<file path="config.mk">
export PLATFORM = sky130hd
export DESIGN_NAME = team_09_wbm_arbiter
export DESIGN_NICKNAME = d
export VERILOG_FILES = /design/src/rtl/team_09_wbm_arbiter.sv
export SDC_FILE = /design/constraint.sdc
export NUM_CORES = 1
export LEC_CHECK = 0
export CAP_MARGIN = 20
export CORE_UTILIZATION = 41
export DETAILED_ROUTE_END_ITERATION = 6
export PLACE_DENSITY = 0.86
export SETUP_SLACK_MARGIN = 0.2
export SLEW_MARGIN = 25
export SYNTH_ARGS = -nofsm -noshare
export SYNTH_HDL_FRONTEND = slang
export SYNTH_SLANG_ARGS = --single-unit
</file>
<file path="constraint.sdc">
create_clock -name clk_i -period 2.3 [get_ports clk_i]
set_clock_uncertainty 0.2 [all_clocks]
set_input_delay 0.46 -clock clk_i [delete_from_list [all_inputs] [get_ports clk_i]]
set_output_delay 0.46 -clock clk_i [all_outputs]
set_load 0.01 [all_outputs]
</file>
<file path="src/rtl/team_09_wbm_arbiter.sv">
// team_09_wbm_arbiter
// Shares the single Wishbone classic master port among N_REQ requesters.
// Round-robin arbitration, one single-beat transfer at a time.
// The FSM runs IDLE -> BUS -> DONE -> IDLE.
// Optional macro WBM_TIMEOUT_EN adds an ACK timeout in BUS. The timeout ends the
// transfer with err_o=1. When the macro is not defined, BUS waits for ACK_I forever
// and err_o is tied low.
module team_09_wbm_arbiter #(
    parameter int N_REQ       = 2,
    parameter int TIMEOUT_CYC = 255
) (
    input  logic                 clk_i,
    input  logic                 rst_i,
    input  logic [N_REQ-1:0]     req_i,
    input  logic [N_REQ-1:0]     req_we_i,
    input  logic [32*N_REQ-1:0]  req_adr_i,
    input  logic [32*N_REQ-1:0]  req_dat_i,
    input  logic [4*N_REQ-1:0]   req_sel_i,
    output logic [N_REQ-1:0]     gnt_o,
    output logic [N_REQ-1:0]     done_o,
    output logic [31:0]          rdata_o,
    output logic                 err_o,
    output logic [31:0]          ADR_O,
    output logic [31:0]          DAT_O,
    output logic [3:0]           SEL_O,
    output logic                 WE_O,
    output logic                 STB_O,
    output logic                 CYC_O,
    input  logic [31:0]          DAT_I,
    input  logic                 ACK_I
);

    localparam int PTR_W = $clog2(N_REQ);

    // Elaboration-time range check on the configuration
    if (N_REQ < 2 || N_REQ > 8 || TIMEOUT_CYC < 1 || TIMEOUT_CYC > 255) begin : g_param_check
        $error("team_09_wbm_arbiter: parameter out of range");
    end

    typedef enum logic [1:0] {ST_IDLE, ST_BUS, ST_DONE} state_t;

    state_t             state_reg, state_next;
    logic [PTR_W-1:0]   rr_reg, rr_next;
    logic [PTR_W-1:0]   owner_reg, owner_next;
    logic [N_REQ-1:0]   gnt_reg, gnt_next;
    logic [N_REQ-1:0]   done_reg, done_next;
    logic [31:0]        rdata_reg, rdata_next;
    logic [31:0]        adr_reg, adr_next;
    logic [31:0]        dat_reg, dat_next;
    logic [3:0]         sel_reg, sel_next;
    logic               we_reg, we_next;
    logic               cyc_reg, cyc_next;
`ifdef WBM_TIMEOUT_EN
    logic [7:0]         wait_reg, wait_next;
    logic               err_reg, err_next;
`endif

    // Per-requester views of the packed payload buses
    logic [31:0] adr_arr [N_REQ];
    logic [31:0] dat_arr [N_REQ];
    logic [3:0]  sel_arr [N_REQ];

    for (genvar gi = 0; gi < N_REQ; gi++) begin : g_unpack
        assign adr_arr[gi] = req_adr_i[32*gi +: 32];
        assign dat_arr[gi] = req_dat_i[32*gi +: 32];
        assign sel_arr[gi] = req_sel_i[4*gi +: 4];
    end

    // Round-robin pick: the first set request at or after rr_reg, wrapping modulo N_REQ
    logic [PTR_W-1:0] win_idx;
    logic [PTR_W-1:0] cand_ptr;
    int               cand;

    always_comb begin
        win_idx  = '0;
        cand_ptr = '0;
        cand     = 0;
        // Walk from the farthest offset down so that the nearest match is written last
        for (int i = N_REQ - 1; i >= 0; i--) begin
            cand = int'(rr_reg) + i;
            if (cand >= N_REQ) begin
                cand = cand - N_REQ;
            end
            cand_ptr = PTR_W'(cand);
            if (req_i[cand_ptr]) begin
                win_idx = cand_ptr;
            end
        end
    end

    // Pointer to the requester after the current owner; loaded when a transfer ends
    logic [PTR_W-1:0] rr_after_owner;
    assign rr_after_owner = (owner_reg == PTR_W'(N_REQ - 1)) ? '0 : owner_reg + 1'b1;

    // Next-state logic and next values for the registered outputs
    always_comb begin
        state_next = state_reg;
        rr_next    = rr_reg;
        owner_next = owner_reg;
        gnt_next   = gnt_reg;
        done_next  = '0;
        rdata_next = rdata_reg;
        adr_next   = adr_reg;
        dat_next   = dat_reg;
        sel_next   = sel_reg;
        we_next    = we_reg;
        cyc_next   = cyc_reg;
`ifdef WBM_TIMEOUT_EN
        wait_next  = wait_reg;
        err_next   = err_reg;
`endif
        case (state_reg)
            ST_IDLE: begin
                if (|req_i) begin
                    state_next = ST_BUS;
                    owner_next = win_idx;
                    gnt_next   = N_REQ'(1) << win_idx;
                    adr_next   = adr_arr[win_idx];
                    dat_next   = dat_arr[win_idx];
                    sel_next   = sel_arr[win_idx];
                    we_next    = req_we_i[win_idx];
                    cyc_next   = 1'b1;
`ifdef WBM_TIMEOUT_EN
                    wait_next  = '0;
`endif
                end
            end
            ST_BUS: begin
                if (ACK_I) begin
                    // Normal completion; an ACK in the timeout cycle still wins
                    state_next = ST_DONE;
                    cyc_next   = 1'b0;
                    done_next  = gnt_reg;
                    rr_next    = rr_after_owner;
                    if (!we_reg) begin
                        rdata_next = DAT_I;
                    end
`ifdef WBM_TIMEOUT_EN
                    err_next   = 1'b0;
                end else if (wait_reg == 8'(TIMEOUT_CYC - 1)) begin
                    state_next = ST_DONE;
                    cyc_next   = 1'b0;
                    done_next  = gnt_reg;
                    rr_next    = rr_after_owner;
                    rdata_next = '0;
                    err_next   = 1'b1;
                end else begin
                    wait_next  = wait_reg + 8'd1;
`endif
                end
            end
            ST_DONE: begin
                state_next = ST_IDLE;
                gnt_next   = '0;
            end
            default: begin
                state_next = ST_IDLE;
            end
        endcase
    end

    // State and output registers with synchronous reset
    always_ff @(posedge clk_i) begin
        if (rst_i) begin
            state_reg <= ST_IDLE;
            rr_reg    <= '0;
            owner_reg <= '0;
            gnt_reg   <= '0;
            done_reg  <= '0;
            rdata_reg <= '0;
            adr_reg   <= '0;
            dat_reg   <= '0;
            sel_reg   <= '0;
            we_reg    <= 1'b0;
            cyc_reg   <= 1'b0;
`ifdef WBM_TIMEOUT_EN
            wait_reg  <= '0;
            err_reg   <= 1'b0;
`endif
        end else begin
            state_reg <= state_next;
            rr_reg    <= rr_next;
            owner_reg <= owner_next;
            gnt_reg   <= gnt_next;
            done_reg  <= done_next;
            rdata_reg <= rdata_next;
            adr_reg   <= adr_next;
            dat_reg   <= dat_next;
            sel_reg   <= sel_next;
            we_reg    <= we_next;
            cyc_reg   <= cyc_next;
`ifdef WBM_TIMEOUT_EN
            wait_reg  <= wait_next;
            err_reg   <= err_next;
`endif
        end
    end

    assign gnt_o   = gnt_reg;
    assign done_o  = done_reg;
    assign rdata_o = rdata_reg;
    assign ADR_O   = adr_reg;
    assign DAT_O   = dat_reg;
    assign SEL_O   = sel_reg;
    assign WE_O    = we_reg;
    assign STB_O   = cyc_reg;
    assign CYC_O   = cyc_reg;
`ifdef WBM_TIMEOUT_EN
    assign err_o   = err_reg;
`else
    assign err_o   = 1'b0;
`endif

endmodule
</file>
==> run metrics, run 1 <==
outcome=finished with violations; failing checks=design-rule violations; die height=111 µm; Main synth FF type=dfxtp_1; Hold Fails Final Rpt=0; Post-synth EDFFs=0; TritonCTS buffer count=9; Die ar.=12400 µm²; fin crit share=0.851; GPL Wtd Cong=~0.86; hpwl dp=12000 µm; I/O Pins=283; chip width=111 µm; Antenna Cells=0; drt first pass iters=7; Congestion Overflow GR=0; Layout Cells excl Fill=974; Post-Synthesis Cells=598; vias in the first global route=between 5000 and 6000; largest cells by area after synthesis=dfxtp_1 (45%), nand4_1 (17%), a31oi_1 (8.3%), nand2_1 (5.2%), o21ai_0 (4.4%); CTS tree=yes; Tot Pwr=4.94 mW; global-route wire length before repair=around 28000 µm; final number of setup-violating endpoints=0; LEAKAGE=2.66 nW; DR iter-0 viols=641; Final Max Slew Viols=0; Area Growth Syn to Fin=61.6%; clock root cell=clkbuf_16; clk slew on worst S/H paths=0.08 ns; synth warn=0; Synth async-reset ratio=0; Max FO, Critical Path=3; FMAX=0.511 GHz; largest area contributor in the netlist=dfxtp_1; Critical Path AT=1.30 ns; synth unique cells=29; GRT Util Overall=0.274; Mean Syn Cell Area=8.21 µm²; setup TNS=0 ns; Port Buffers=281; wirelength, routed=17600 µm; largest net degree at the start of global routing=79; CP endpoint kind=primary output; Max-Cap Viols=0; Worst-Margin Slew=0.591 ns; cts hold-fix bufs=0; DP Cell Count=about 960; Top delay family on crit path=buffers and inverters; Synth top area share=0.448; Syn Std Cell Area=4910 µm²; layout cell share with drive strength beyond 1=0.0542; commonest cells in the netlist=nand4_1 (130), dfxtp_1 (110), nand2_1 (68); WP buf/inv=1; Starting Density=0.425; critical path class=reg -> out; IR drop worst, VDD=0.000481 V; Worst slew margin=0.606; H-tree depth=3; post-CTS sizing=0; Setup crit start kind=register; Synth Register Bits=110; RSZ-0062 raised after global routing=no; fin nets=1001; Wirelength per Cell=18.1 µm; area of the core=11600 µm²; crit path cell chain=clkdlybuf4s50_1; Worst EP required=around 1.6 ns; Sink Count=110; initial antenna violation count=0; CP max-delay cell=clkdlybuf4s50_1; via count=approximately 5800; residual DRC count=17; # rows=39; PD cells=622 nW/µm²; clk buf depth=2; crit-path max cell delay=around 0.56 ns; top-count cell post-synth=nand4_1; Final ANT Viol Nets=0; register area share after synthesis=0.448; Final min period=1.96 ns; worst skew pair latency=0.35 ns; post-synth net total=773; drt via density=5.93; Post-CTS Setup Inserts=0; Hold WC Path Type=reg -> reg
-- kinds of logic (layout without fill, tap and decap cells) --
kind of cell	Yosys count	after routing	synth area share
buffers and inverters	83	316	0.0970
AO/OA/AOI/OAI	183	183	0.206
flip-flops	110	110	0.448
AND/OR/NAND/NOR	221	221	0.248
other	1	1	0.000763
-- final cells by class --
type	count	area, µm²
clock buffer	9	225
clock inverter	7	62.6
fill	911	3630
inverter	1	3.75
multi-input combinational	405	2240
sequential	110	2200
tap	143	179
timing repair buffer	299	3020
-- final timing paths --
kind | from | endpoint | slack [ns] | cells past startpoint
max reg2reg | state_reg[1] | DAT_O[5] | 0.50 | 4
min | rdata_o[7] | rdata_o[7] | 0.26 | 2
max | CYC_O | STB_O | 0.34 | 1
min reg2reg | rdata_o[7] | rdata_o[7] | 0.26 | 2
-- report_power, final --
part / internal, mW / switching (mW) / total [mW] / leakage, nW
Combinational: 0.678 / 0.592 / 1.27 / 1.61
Clock: 0.766 / 0.775 / 1.54 / 0.145
Sequential: 2.05 / 0.0786 / 2.13 / 0.902
-- placed cells by master, fill, tap and decap left out, types with 6 or more instances in the layout --
master and n:
clkbuf_16 9, clkdlybuf4s50_1 278, buf_4 12, nand4_1 130, o21ai_1 29, o21ai_0 43
buf_12 7, dfxtp_1 110, nand3_1 6, nand2_1 67, a31oi_1 65, a21oi_1 42
-- stage by stage --
stage | setup WS, ns | hold slack, ns | area (µm²) | util
floorplan | 0.808 | 0.249 | 4910 | -
global placement | 0.438 | 0.241 | 7650 | 0.662
detailed placement | 0.345 | 0.250 | 7650 | 0.662
CTS | 0.309 | 0.261 | 7940 | 0.686
global route | 0.285 | 0.274 | 7940 | 0.686
finish | 0.343 | 0.258 | 7940 | 0.686
-- layer usage --
layer  GRT usage  vias to the layer above  wire length (µm)
li1            -                     2718                 -
met5           0                        -                 0
met1       0.317                     2681              6760
met4       0.119                        0               596
met2       0.464                      333              8460
met3      0.0876                       48              1770
Note: power is estimated with default switching activity, not from simulation.
==> run 2: changes to the inputs <==
--- a/config.mk
+++ b/config.mk
@@ -5,10 +5,11 @@
 export SDC_FILE = /design/constraint.sdc
 export NUM_CORES = 1
 export LEC_CHECK = 0
+export ABC_AREA = 1
 export CAP_MARGIN = 20
-export CORE_UTILIZATION = 41
+export CORE_UTILIZATION = 42
 export DETAILED_ROUTE_END_ITERATION = 6
-export PLACE_DENSITY = 0.86
+export PLACE_DENSITY = 0.87
 export SETUP_SLACK_MARGIN = 0.2
 export SLEW_MARGIN = 25
 export SYNTH_ARGS = -nofsm -noshare
==> run metrics, run 2 <==
Post-Synthesis Cells=724 (+21%); Congestion Overflow GR=0 (unchanged); IR drop worst, VDD=0.000506 V (+5.1%); # rows=39 (unchanged); GPL Wtd Cong=0.866 (+0.42%); initial antenna violation count=0 (unchanged); clk buf depth=2 (unchanged); fin crit share=0.850 (-0.00109); Antenna Cells=0 (unchanged); clock root cell=clkbuf_16; Synth async-reset ratio=0 (unchanged); Synth top area share=0.435 (-0.0135); Net Sw Frac=0.292 (-0.00107); Post-synth EDFFs=0 (unchanged); crit path cell chain=clkdlybuf4s50_1; commonest cells in the netlist=nand2_1 (148), nand3_1 (141), dfxtp_1 (110); Post-CTS Setup Inserts=0 (unchanged); vias in the first global route=5425 (-2.9%); Port Buffers=281 (unchanged); Critical Path AT=1.29 ns (about the same); Hold WC Path Type=reg -> reg; most frequent cells in the layout=clkdlybuf4s50_1 (280), nand2_1 (146), nand3_1 (141); chip width=112 µm (+0.32%); cts hold-fix bufs=0 (unchanged); synth unique cells=20 (-31%); multi-input logic area=2200 µm² (-1.8%); Switching Power=1.52 mW (+5.5%); largest cells by area after synthesis=dfxtp_1 (43%), nand3_1 (14%), nand2_1 (11%), nand4_1 (8.0%), inv_1 (5.8%); Starting Density=0.438 (+0.0132); H-tree depth=3 (unchanged); CTS tree=yes; Worst-Margin Slew=0.534 ns (-0.0568 ns); synth warn=0 (unchanged); Synth Register Bits=110 (unchanged); Worst slew margin=0.644 (+0.0378); Worst EP required=1.64 ns (about the same); Layout Cells excl Fill=1120 (+15%); Max FO, Critical Path=2 (-1); Setup crit start kind=register; hpwl dp=11800 µm (-1.4%); layout cell share with drive strength beyond 1=0.0440 (-0.0101); LEAKAGE=3.70 nW (+39%); Sink Count=110 (unchanged); post-CTS sizing=0 (unchanged); Logic pwr share=0.280 (+0.023); CP max-delay cell=clkdlybuf4s50_1; Area Growth Syn to Fin=62.3%; clk slew on worst S/H paths=0.07 ns (about the same); die height=112 µm (+0.32%); GRT Util Overall=0.275 (+0.000741); WP buf/inv=1 (unchanged); worst hold margin=0.275 ns (+0.0169 ns); Die ar.=12500 µm² (+0.65%); critical path class=reg -> out; crit-path max cell delay=0.57 ns (about the same); Final min period=1.95 ns (-0.00251 ns); CP endpoint kind=primary output; Fill cells=950 (+4.3%); Main synth FF type=dfxtp_1; DP Cell Count=1104 (+15%); top-count cell post-synth=nand2_1; drt first pass iters=7 (unchanged); I/O Pins=283 (unchanged); outcome=finished with violations; DR iter-0 viols=554 (-14%); via count=5754 (-0.45%); largest net degree at the start of global routing=52 (-34%); setup TNS=0 ns (unchanged); global-route wire length before repair=27400 µm (-0.77%); Max-Cap Viols=0 (unchanged); Seq. cell area=2200 µm² (unchanged); Internal=3.70 mW (+6.0%); Clk pwr share=0.306 (-0.006); residual DRC count=22 (+5); TritonCTS buffer count=9 (unchanged); commonest non-fill, non-tap cell in the layout=clkdlybuf4s50_1; Syn Std Cell Area=5060 µm² (+3.1%); register area share after synthesis=0.435 (-0.0135); area of the core=11600 µm² (unchanged); Hold Fails Final Rpt=0 (unchanged); PD cells=636 nW/µm² (+2.2%); Final ANT Viol Nets=0 (unchanged); Top delay family on crit path=buffers and inverters; worst skew pair latency=0.35 ns (about the same); final number of setup-violating endpoints=0 (unchanged); RSZ-0062 raised after global routing=no; drt via density=5.14 (-13%); Mean Syn Cell Area=7.00 µm² (-15%); post-synth net total=899 (+16%); Final Max Slew Viols=0 (unchanged); wirelength, routed=17200 µm (-2.3%); FMAX=0.512 GHz (+0.13%); fin nets=1147 (+15%); register share of total power=0.414 (-0.017); largest area contributor in the netlist=dfxtp_1; failing checks=design-rule violations; Wirelength per Cell=15.4 µm (-15%)
[run 2: cell count changes after synthesis, sizes merged, moves of 7 or more]
cell / delta
nand2: +80
a31oi: -65
buf: -26
inv: +78
nand3: +135
a21oi: -32
nor2: +64
clkbuf: +7
o21ai: -38
nand4: -65
[run 2: cells by family after synthesis]
kind of cell	count (synthesis)	share of synthesized area
AO/OA/AOI/OAI	44	0.0442
buffers and inverters	143	0.133
flip-flops	110	0.435
other	1	0.000740
AND/OR/NAND/NOR	426	0.388
[run 2: area by class of cell]
type / count / area share
timing repair buffer: 300 / 0.370
multi-input combinational: 471 / 0.268
sequential: 110 / 0.268
inverter: 80 / 0.0365
clock buffer: 10 / 0.0278
tap: 143 / 0.0218
clock inverter: 6 / 0.00852
[run 2: worst paths after layout]
path,startpoint,to,slack [ns],depth (start not counted)
min,DAT_O[31],DAT_O[31],0.27,2
max,ADR_O[25],ADR_O[25],0.35,1
min reg2reg,DAT_O[31],DAT_O[31],0.27,2
max reg2reg,state_reg[1],ADR_O[0],0.61,6
[run 2: per-layer routing]
metal	global-route usage	part of all wire	vias to the layer above
met2	0.460	0.48	277
met3	0.0768	0.093	45
li1	-	-	2853
met1	0.326	0.39	2579
met5	0	0	-
met4	0.127	0.035	0
[run 2: stage by stage]
step | power [mW] | util | instance area, µm² | worst slack, ns
floorplan | 2.90 | - | 5060 | 0.779
global placement | 3.64 | 0.685 | 7920 | 0.115
detailed placement | 3.67 | 0.685 | 7920 | 0.110
CTS | 5.26 | 0.711 | 8220 | 0.314
global route | 5.49 | 0.711 | 8220 | 0.291
finish | 5.23 | 0.711 | 8220 | 0.346
[run 2: power groups by stage]
stage	Sequential [mW]	Combinational (mW)	Clock, mW
2_1_floorplan	2.28	0.620	0
3_3_place_gp	2.20	1.44	0
3_5_place_dp	2.21	1.46	0
4_1_cts	2.16	1.47	1.63
5_1_grt	2.18	1.60	1.71
6_report	2.16	1.46	1.60
==> run 3: changes to the inputs <==
--- a/config.mk
+++ b/config.mk
@@ -7,9 +7,9 @@
 export LEC_CHECK = 0
 export ABC_AREA = 1
 export CAP_MARGIN = 20
-export CORE_UTILIZATION = 42
+export CORE_UTILIZATION = 39
 export DETAILED_ROUTE_END_ITERATION = 6
-export PLACE_DENSITY = 0.87
+export PLACE_DENSITY = 0.81
 export SETUP_SLACK_MARGIN = 0.2
 export SLEW_MARGIN = 25
 export SYNTH_ARGS = -nofsm -noshare
==> constraint.sdc (replaced) <==
create_clock -name clk_i -period 1.9 [get_ports clk_i]
set_clock_uncertainty 0.2 [all_clocks]
set_input_delay 0.38 -clock clk_i [delete_from_list [all_inputs] [get_ports clk_i]]
set_output_delay 0.38 -clock clk_i [all_outputs]
set_load 0.01 [all_outputs]
==> run metrics, run 3 (same netlist as run 2, synthesis figures left out) <==
fin nets=1159 (+1.0%); worst setup margin=0.262 ns (-0.0834 ns); clk buf depth=2 (unchanged); Congestion Overflow GR=0 (unchanged); DP Cell Count=1142 (+3.4%); # rows=41 (+5.1%); TritonCTS buffer count=9 (unchanged); critical path class=reg -> out; initial antenna violation count=0 (unchanged); Sink Count=110 (unchanged); RSZ-0062 raised after global routing=yes; Final ANT Viol Nets=0 (unchanged); Final Max Slew Viols=0 (unchanged); Hold WC Path Type=reg -> reg; Reg-to-Reg Start=state_reg[0]; area of the core=12600 µm² (+9.1%); GRT Util Overall=0.251 (-0.0239); WP buf/inv=1 (unchanged); most frequent cells in the layout=clkdlybuf4s50_1 (171), nand2_1 (146), nand3_1 (141); via count=5825 (+1.2%); LEAKAGE=4.26 nW (+15%); crit-path max cell delay=0.40 ns (-0.17 ns); Final min period=1.64 ns; Fill cells=1087 (+14%); residual DRC count=0 (-100%); commonest non-fill, non-tap cell in the layout=clkdlybuf4s50_1; CTS tree=yes; Seq. cell area=2200 µm² (unchanged); IR drop worst, VDD=0.000457 V (-9.7%); Wirelength per Cell=15.3 µm (-0.56%); vias in the first global route=5321 (-1.9%); path depth of the worst reg2reg path=7 (+1); chip width=116 µm (+3.7%); CP endpoint kind=primary output; Starting Density=0.401 (-0.0366); outcome=finished, final reports clean; critical path depth in cells=1 (unchanged); crit path cell chain=dlygate4sd2_1; cts hold-fix bufs=0 (unchanged); Tot Pwr=6.56 mW (+25%); slack of the worst reg-to-reg path=0.35 ns (-0.26 ns); fin crit share=0.862; global-route wire length before repair=26400 µm (-3.9%); Antenna Cells=0 (unchanged); wirelength, routed=17700 µm (+3.1%); Layout Cells excl Fill=1161 (+3.7%); clock root cell=clkbuf_16; Setup crit start kind=register; Reg-to-Reg End=rdata_o[9]; multi-input logic area=2200 µm² (unchanged); clk slew on worst S/H paths=0.07 ns (about the same); GPL Wtd Cong=0.812 (-6.2%); post-route design area=8400 µm² (+2.2%); layout cell share with drive strength beyond 1=0.0556 (+0.0116); Port Buffers=281 (unchanged); Max-Cap Viols=0 (unchanged); placed cell area=8110 µm² (+2.4%); drt via density=5.02 (-2.3%); Worst Setup EP=WE_O; FMAX=~0.61 GHz; die height=116 µm (+3.7%); Critical Path AT=1.06 ns (-0.23 ns); Place WS=-0.108 ns (-0.218 ns); drt first pass iters=6 (-1); largest net degree at the start of global routing=65 (+25%); Top delay family on crit path=flip-flops; DR iter-0 viols=450 (-19%); H-tree depth=3 (unchanged); final number of setup-violating endpoints=0 (unchanged); I/O Pins=283 (unchanged); Hold Fails Final Rpt=0 (unchanged); worst skew pair latency=0.35 ns (about the same); Max FO, Critical Path=3 (+1); CP max-delay cell=dfxtp_1; Worst EP required=1.32 ns (-0.32 ns); Setup crit start=WE_O; Die ar.=13400 µm² (+7.6%); PD cells=780 nW/µm² (+23%); hpwl dp=12000 µm (+2.1%); Area Growth Syn to Fin=65.9%
## run 3: changes by cell type in the layout (fill, tap and decap cells not counted), sizes merged
cell,before,now
dlymetal6s2s,0,2
buf,20,30
dlygate4sd2,0,107
clkinvlp,0,1
clkinv,3,1
inv,82,80
clkdlybuf4s50,280,171
clkbuf,10,13
bufinv,1,3
## run 3: how the worst min path moves through the flow
stage / depth (start not counted) / startpoint / end
after floorplan: 2 / rr_reg / rr_reg
after global placement: 2 / owner_reg / owner_reg
after detailed placement: 2 / SEL_O[3] / SEL_O[3]
after CTS: 2 / SEL_O[3] / SEL_O[3]
after global routing: 2 / SEL_O[3] / SEL_O[3]
final: 2 / SEL_O[3] / SEL_O[3]
## run 3: final cells by class
cell class | instances | share of cell area
multi-input combinational | 471 | 0.262
clock buffer | 11 | 0.0289
clock inverter | 5 | 0.0127
inverter | 80 | 0.0357
sequential | 110 | 0.262
timing repair buffer | 312 | 0.373
tap | 172 | 0.0256
## run 3: what timing repair did
action | CTS | global route
endpoints found under the setup margin | 107 | 35
pin swaps | 0 | 1
resized for setup | 107 | 3
cloned | 0 | 2
buffers inserted | 0 | 1
## run 3: through the flow
stage	utilization	setup TNS, ns	hold WS [ns]
final	0.666	0	0.265
after global routing	0.666	0	0.293
after CTS	0.660	0	0.269
after detailed placement	0.643	-5.90	0.261
after global placement	0.643	-4.61	0.250
after floorplan	-	0	0.229
## run 3: where the power goes
group,internal [mW],switching [mW],total [mW]
clock,1.33,0.872,2.20
combinational,0.883,0.862,1.74
sequential,2.51,0.102,2.61
## run 3: per-layer routing
metal | part of all wire | vias up | wire, µm | global-route usage
met5 | 0 | - | 0 | 0
met4 | 0.029 | 0 | 514 | 0.113
met3 | 0.091 | 32 | 1620 | 0.0659
met2 | 0.48 | 267 | 8490 | 0.419
met1 | 0.40 | 2639 | 7100 | 0.302
li1 | - | 2887 | - | -
